### config.mk
export PLATFORM = sky130hd
export DESIGN_NAME = regfile_pipelined_wr
export DESIGN_NICKNAME = d
export VERILOG_FILES = /design/src/rtl/regfile_pkg.sv /design/src/rtl/regfile_pipelined_wr_decoder.sv /design/src/rtl/regfile_pipelined_wr.sv
export SDC_FILE = /design/constraint.sdc
export NUM_CORES = 2
export LEC_CHECK = 0
export CAP_MARGIN = 0
export CORE_AREA = 2 2 422 424
export CTS_CLUSTER_SIZE = 30
export DETAILED_ROUTE_END_ITERATION = 16
export DIE_AREA = 0 0 424 426
export PLACE_DENSITY = 0.51
export RECOVER_POWER = 100
export SYNTH_ARGS = -nofsm -noshare
export SYNTH_HDL_FRONTEND = slang
export SYNTH_SLANG_ARGS = --single-unit
### constraint.sdc
create_clock -name clock -period 4.5 [get_ports clock]
set_input_delay 0.9 -clock clock [delete_from_list [all_inputs] [get_ports clock]]
set_output_delay 0.9 -clock clock [all_outputs]
set_load 0.03 [all_outputs]
### src/rtl/regfile_pkg.sv
// Shared constants and helpers for the pipelined-write register file.
package regfile_pkg;

  localparam int unsigned DEF_DATA_WIDTH = 32;
  localparam int unsigned DEF_ADDR_WIDTH = 5;
  localparam int unsigned ZERO_REG_IDX   = 0;

  function automatic int unsigned num_regs(input int unsigned addr_width);
    return 32'd1 << addr_width;
  endfunction

endpackage

### src/rtl/regfile_pipelined_wr_decoder.sv
// Parametrised log2(N)-to-N one-hot decoder with enable.
module decoder_n_to_onehot
  import regfile_pkg::*;
#(
  parameter int unsigned ADDR_WIDTH = DEF_ADDR_WIDTH
) (
  input  logic [ADDR_WIDTH-1:0]    in,
  input  logic                     en,
  output logic [2**ADDR_WIDTH-1:0] out
);

  localparam int unsigned NUM_OUT = num_regs(ADDR_WIDTH);

  // One comparator per output line; at most one line can match.
  for (genvar i = 0; i < NUM_OUT; i++) begin : g_dec
    assign out[i] = en && (in == ADDR_WIDTH'(i));
  end

endmodule

### src/rtl/regfile_pipelined_wr.sv
// Register file with two combinational read ports and one write port that
// is captured into a one-entry pending stage and committed an edge later.
module regfile_pipelined_wr
  import regfile_pkg::*;
#(
  parameter int unsigned DATA_WIDTH = DEF_DATA_WIDTH,
  parameter int unsigned ADDR_WIDTH = DEF_ADDR_WIDTH,
  parameter bit          ZERO_REG   = 1'b1,
  parameter bit          BYPASS     = 1'b1
) (
  input  logic                     clock,
  input  logic                     ctrl_reset_n,
  input  logic                     ctrl_writeEnable,
  input  logic [ADDR_WIDTH-1:0]    ctrl_writeReg,
  input  logic [DATA_WIDTH-1:0]    data_writeReg,
  input  logic [ADDR_WIDTH-1:0]    ctrl_readRegA,
  input  logic [ADDR_WIDTH-1:0]    ctrl_readRegB,
  output logic [DATA_WIDTH-1:0]    data_readRegA,
  output logic [DATA_WIDTH-1:0]    data_readRegB,
  output logic                     wr_pending,
  output logic [2**ADDR_WIDTH-1:0] reg_written
);

  localparam int unsigned NUM_REGS = num_regs(ADDR_WIDTH);
  localparam logic [ADDR_WIDTH-1:0] ZERO_ADDR = ADDR_WIDTH'(ZERO_REG_IDX);

  logic [DATA_WIDTH-1:0] regs [NUM_REGS];
  logic                  pend_valid;
  logic [ADDR_WIDTH-1:0] pend_addr;
  logic [DATA_WIDTH-1:0] pend_data;
  logic [NUM_REGS-1:0]   commit_en;
  logic                  accept;

  logic [ADDR_WIDTH-1:0] rd_addr [2];
  logic [DATA_WIDTH-1:0] rd_data [2];

  // Writes to the hard-wired zero register never enter the pipeline.
  always_comb begin
    accept = ctrl_writeEnable && !(ZERO_REG && (ctrl_writeReg == ZERO_ADDR));
  end

  decoder_n_to_onehot #(
    .ADDR_WIDTH(ADDR_WIDTH)
  ) u_commit_dec (
    .in (pend_addr),
    .en (pend_valid),
    .out(commit_en)
  );

  // Stage 1: capture the incoming write into the pending entry.
  always_ff @(posedge clock) begin
    if (!ctrl_reset_n) begin
      pend_valid <= 1'b0;
      pend_addr  <= '0;
      pend_data  <= '0;
    end else begin
      pend_valid <= accept;
      if (accept) begin
        pend_addr <= ctrl_writeReg;
        pend_data <= data_writeReg;
      end
    end
  end

  // Stage 2: commit the pending entry into the array and mark it written.
  always_ff @(posedge clock) begin
    if (!ctrl_reset_n) begin
      for (int unsigned i = 0; i < NUM_REGS; i++) regs[i] <= '0;
      reg_written <= '0;
    end else begin
      for (int unsigned i = 0; i < NUM_REGS; i++) begin
        if (commit_en[i]) regs[i] <= pend_data;
      end
      reg_written <= reg_written | commit_en;
    end
  end

  // Per-port read mux: zero register, then pending forward, then array.
  always_comb begin
    rd_addr[0] = ctrl_readRegA;
    rd_addr[1] = ctrl_readRegB;
    for (int unsigned p = 0; p < 2; p++) begin
      if (ZERO_REG && (rd_addr[p] == ZERO_ADDR)) begin
        rd_data[p] = '0;
      end else if (BYPASS && pend_valid && (pend_addr == rd_addr[p])) begin
        rd_data[p] = pend_data;
      end else begin
        rd_data[p] = regs[rd_addr[p]];
      end
    end
  end

  assign data_readRegA = rd_data[0];
  assign data_readRegB = rd_data[1];
  assign wr_pending    = pend_valid;

endmodule
* Word level (Yosys, flattened, before mapping)
Memory sizes are Yosys's and may differ from the RTL's.
Cells that the tools add are included.
Widths: inputs -> output; s select.
** Cells by class
- Reduce and logical (&&, ||, !) cells :: 40
- Bitwise gates (word level) :: 33
- Mux-type cells :: 133
- Eq/ne operators :: 33
** Operator list (number)
- $mux 32 :: 36
- $mux 1 :: 97
- $eq 5x5->1 const B :: 16
- $eq 5x4->1 const B :: 8
- $logic_and 1x1->1 :: 35
- $or 1x1->1 :: 32
- $or 32x32->32 :: 1
- $eq 5x3->1 const B :: 4
- $logic_not 5->1 :: 4
- $eq 5x2->1 const B :: 2
- $eq 5x5->1 :: 2
- $eq 5x1->1 const B :: 1
- $logic_not 1->1 :: 1
** Word-level totals
- Flip-flop bits (word level) :: 70
- Memory bits (writable) :: 1024
- Memories kept :: 1
** Memories
- regs :: depth 32, width 32, read ports 2, clocked after Yosys merged registers in 0, wr ports 32, line regfile_pipelined_wr.sv:27 : logic [DATA_WIDTH-1:0] regs [NUM_REGS];

* Longest topological paths before layout
- Word-level depth :: 6
- Gate-level depth with buffers :: 9

* By module
A second synthesis with hierarchy kept.
** Unflattened totals
- Cell total of the unflattened synthesis :: 3652
- Area, all modules :: 54796.3 sq um
** By module, submodules not included
- regfile_pipelined_wr :: instances 1, cells each 3605, area an instance 54562.3 sq um, seq. area each 32150.8 sq um
- decoder_n_to_onehot :: instances 1, cells each 47, area an instance 234.0 sq um, seq. area each 0.0 sq um

* Worst setup path after synthesis
Ideal clock, no wire load.
- Path type :: reg2reg
- Start point :: register pend_valid (netlist: wr_pending)
- End point :: memory regs[20][0] (netlist bit) (enable)
- Setup slack :: 0.642 ns
- Data arrival time :: 3.392 ns
- Cell stages (with the launch flop) :: 4
- Library setup time :: 0.466 ns
- Period minus slack after synthesis :: 3.858 ns
- Required time :: 4.034 ns
- Cell sequence :: dfxtp_1 > nor2b_1 > nand3_1 > o21ai_0
** RTL lines
- from (decl) :: line regfile_pipelined_wr.sv:28 : logic pend_valid;
- from (signal assigned) :: line regfile_pipelined_wr.sv:57 : pend_valid <= accept;
- to (decl) :: line regfile_pipelined_wr.sv:27

* Worst setup path in the final report
- Start point :: input port ctrl_readRegB[3]
- End point :: output port data_readRegB[30]
** Between the ends
- Cells in the longest elaborated chain, start to end :: 4
- Elaborated cells on any way between the ends :: 6
- Classes of those cells :: 1 x eq/ne; 2 x mux; 2 x reduce/logical; 1 x memory
** Ends and longest elaborated chain
- from (decl) :: line regfile_pipelined_wr.sv:17 : input logic [ADDR_WIDTH-1:0] ctrl_readRegB,
- branches (longest 3 deep; another with $mem_v2 32x32)
- $mux 32 * :: line regfile_pipelined_wr.sv:83 : if (ZERO_REG && (rd_addr[p] == ZERO_ADDR)) begin
- to (decl) :: line regfile_pipelined_wr.sv:19 : output logic [DATA_WIDTH-1:0] data_readRegB,
Every way passes the cells marked *.

==> summary.txt <==
Global routing
  • All-Layer GR Usage: a little under a quarter
  • Total grt overflow: 0
  • First-pass GRT wire length: approximately 300 mm
  • Initial antenna violation count: 7
  • Largest net degree at the start of global routing: 105
  • Vias in the first global route: 35.8k

STA
  • Fmax: 220 MHz
  • Slew margin rel.: -128%
  • Final Hold Fails: 0
  • RSZ-0062 raised after global routing: no
  • Fin crit period: approximately 4.6 ns
  • Worst slew pin tran: roughly 3.4 ns
  • Worst Setup Slack, final: -0.0519 ns
  • Slew Limit Fails: 1127
  • Setup-failing EPs final: 11
  • Worst Hold Slack: 0.453 ns
  • Final Cycle Share: 101%
  • Final clock skew: around 0.056 ns

Worst setup path
  • Crit end category: output port
  • Worst path most repeated cell: buf_4
  • WP data arrival: approximately 3.7 ns
  • Type of origin of the critical path: primary input
  • Crit Path Max Fanout: 10
  • CP required: 3.60 ns
  • Crit-path slowest cell: nor2_2
  • Critical Path Max Stage Delay: roughly 1.0 ns
  • R2R cell count: 6
  • CP Class: primary input to output port
  • CP Cell Sequence: clkdlybuf4s50_1 -> or3_2 -> nor3_1 -> buf_4 -> nor2_2 -> a32o_1 -> buf_4

Worst hold path
  • HP Class: flop to flop
  • Worst hold stages: 2

Pwr
  • Net Sw Power: about 6.4 mW
  • Gate power share: roughly 12%
  • Leakage power: roughly 21 nW
  • Seq pwr share: a little under half
  • Internal Power: around 18 mW
  • Power Density: around 400 nW/um^2
  • Clk pwr share: between 40% and 50%
  • Peak VDD IR: between 0.3 and 0.4 mV
  • Sw Ratio: 25.8%

Routing
  • Routed WL: roughly 220 mm
  • DRT iter0 DRCs: ~5.2k
  • Detailed-route DRC error count: 0
  • Drt pass-1 iters: 6
  • Vias: between 30k and 40k
  • Avg Vias per Cell: approximately 5.9
  • Post-DRT Antenna Nets: 0
  • DR WL/cell: 35.5 um

Cells and area
  • Area Overhead vs Synth: 16.6%
  • Share of cells above drive strength 1: between 20% and 30%
  • Most frequent cells in the layout: edfxtp_1 (1024), nor2_1 (687), mux4_2 (450), o22ai_1 (183), nand2_1 (160)
  • Final Util: 34.9%
  • Layout Nets: around 3.7k
  • Final Non-Filler Cells: 6085
  • Most common cell after layout, fill and taps aside: edfxtp_1

Clock network
  • CTS tree: built
  • Insertion delay to the later sink of the worst-skew pair: roughly 0.78 ns
  • CTS Root Cell: clkbuf_16
  • Clock sink count: between 1k and 1.5k
  • Clk slew on worst S/H paths: 0.06 ns
  • CTS H-Tree Depth: 3
  • Cts bufs inserted: approximately 120
  • Number of setup buffers added after CTS: 0
  • CTS Buffer Depth: 3

Status
  • Violated checks: capacitance limit, slew limit, setup timing
  • Status: complete, but fails checks

Yosys
  • Avg Cell Area, Syn: about 15 sq um
  • Asr flop ratio synth: 0%
  • Post-Syn Instances: ~3.5k
  • Syn_nets: 3514
  • Netlist Area Pre-Place: 52600 sq um
  • Top_reg_cell synth: edfxtp_1
  • Yosys warnings: 0
  • Yosys reg bits: about 1.1k
  • Library cells used by synthesis: slightly above 50
  • EDFF count, synth: about 1.0k
  • Seq/Total Area, Yosys: 61.2%

Floorplan
  • Chip height: ~430 um
  • # rows: about 150
  • Num ports: between 100 and 150
  • Initial Utilization: between 20% and 30%
  • Core Box Area: approximately 180000 sq um
  • Die Wd: 424 um
  • Die ar.: 181000 sq um

Placement
  • Port bufs: 146
  • DPL Wire Length: 125 mm
  • Routability congestion estimate: between 0.8 and 0.9
  • Dpl cells: 5858

Run
  • Max Cap Viol: 50
cells by family (layout without fill, tap and decap cells):
| family | count (synthesis) | after routing | synth area share, % |
|---|---|---|---|
| AND/OR/NAND/NOR | 942 | 943 | 7.03 |
| multiplexers | 603 | 603 | 22.4 |
| XOR/XNOR | 10 | 10 | 0.167 |
| flip-flops | 1094 | 1094 | 61.2 |
| other | 0 | 4 | 0 |
| buffers and inverters | 364 | 640 | 3.10 |
| AO/OA/AOI/OAI | 451 | 451 | 6.14 |
cell type report:
| cell class | instances | area, sq um |
|---|---|---|
| Antenna cell | 4 | 10.0 |
| Clock buffer | 158 | 3250 |
| Clock inverter | 64 | 643 |
| Fill cell | 17000 | 114000 |
| Inverter | 52 | 195 |
| Multi-Input combinational cell | 2007 | 19000 |
| Sequential cell | 1094 | 32200 |
| Tap cell | 2340 | 2930 |
| Timing Repair Buffer | 366 | 3140 |
power groups by stage:
stage	Clock [mW]	Combinational [mW]	Sequential, mW
floorplan	0	1.77	11.9
global placement	0	3.14	12.0
detailed placement	0	3.14	12.0
CTS	10.1	3.15	11.8
global route	10.4	3.17	11.9
finish	10.0	3.08	11.8
registers in the layout, summed over array words and instances, names as in the netlist:
| register | flops |
|---|---|
| regs | 1024 |
| pend_data | 32 |
| reg_written | 32 |
| pend_addr | 5 |
| wr_pending | 1 |
metrics by stage:
| step | total power, mW | setup slack [ns] | setup TNS [ns] | instance area (sq um) |
|---|---|---|---|---|
| 3_3_place_gp | 15.1 | 0.0118 | 0 | 58000 |
| 2_1_floorplan | 13.7 | 0.642 | 0 | 52600 |
| 4_1_cts | 25.0 | 0.0125 | 0 | 61900 |
| 6_report | 24.9 | -0.0519 | -0.229 | 61300 |
| 3_5_place_dp | 15.2 | -0.0274 | -0.0403 | 58000 |
| 5_1_grt | 25.5 | 0.000324 | 0 | 61300 |
worst max-delay path, delay by kind of cell:
family	cells	cell delay (ns)
buffers and inverters	3	1.03
and+or+nand+nor	3	1.27
AOI/OAI and AO/OA	1	0.42
synthesized netlist by cell type, drive strengths merged (5+ instances only):
master	n	area share, %
a2111o	14	0.30
a21oi	34	0.32
mux2	92	2.0
o22ai	183	2.2
dfxtp	70	2.7
nand3	21	0.20
mux4	450	19
a32o	32	0.61
buf	115	1.3
o31ai	9	0.13
nand2	175	1.2
nor4	9	0.11
a221o	5	0.095
a311oi	6	0.10
edfxtp	1024	58
clkbuf	197	1.4
mux2i	61	1.2
o21ai	30	0.29
a22o	11	0.18
o21a	15	0.21
nor2	689	4.9
inv	52	0.37
o221a	9	0.19
a22oi	30	0.43
xnor2	8	0.13
o221ai	9	0.15
nor3	13	0.12
nand2b	10	0.12
nor2b	9	0.11
a21boi	55	0.79
metal layers:
metal / track usage, % / part of all wire, %
met3: 5.09 / 10
met2: 37.4 / 47
met4: 9.83 / 4.9
met5: 0 / 0.0056
met1: 30.9 / 38
repair_timing:
action / in CTS / in global routing
pin swaps: 1 / 0
gates resized for setup: 2 / 2
cloned: 1 / 0
endpoints found under the setup margin: 4 / 2
hold buffers: 0 / 0
worst paths after layout:
path | from | to | slack [ns]
max | ctrl_readRegB[3] | data_readRegB[30] | -0.05
max reg2reg | pend_addr[3]$_SDFFE_PN0P_ | regs[3][24]$_SDFFCE_PN0P_ | 0.05
min | reg_written[15]$_SDFF_PN0_ | reg_written[15]$_SDFF_PN0_ | 0.45
min reg2reg | reg_written[15]$_SDFF_PN0_ | reg_written[15]$_SDFF_PN0_ | 0.45
Power figures use the tool's default switching activity.
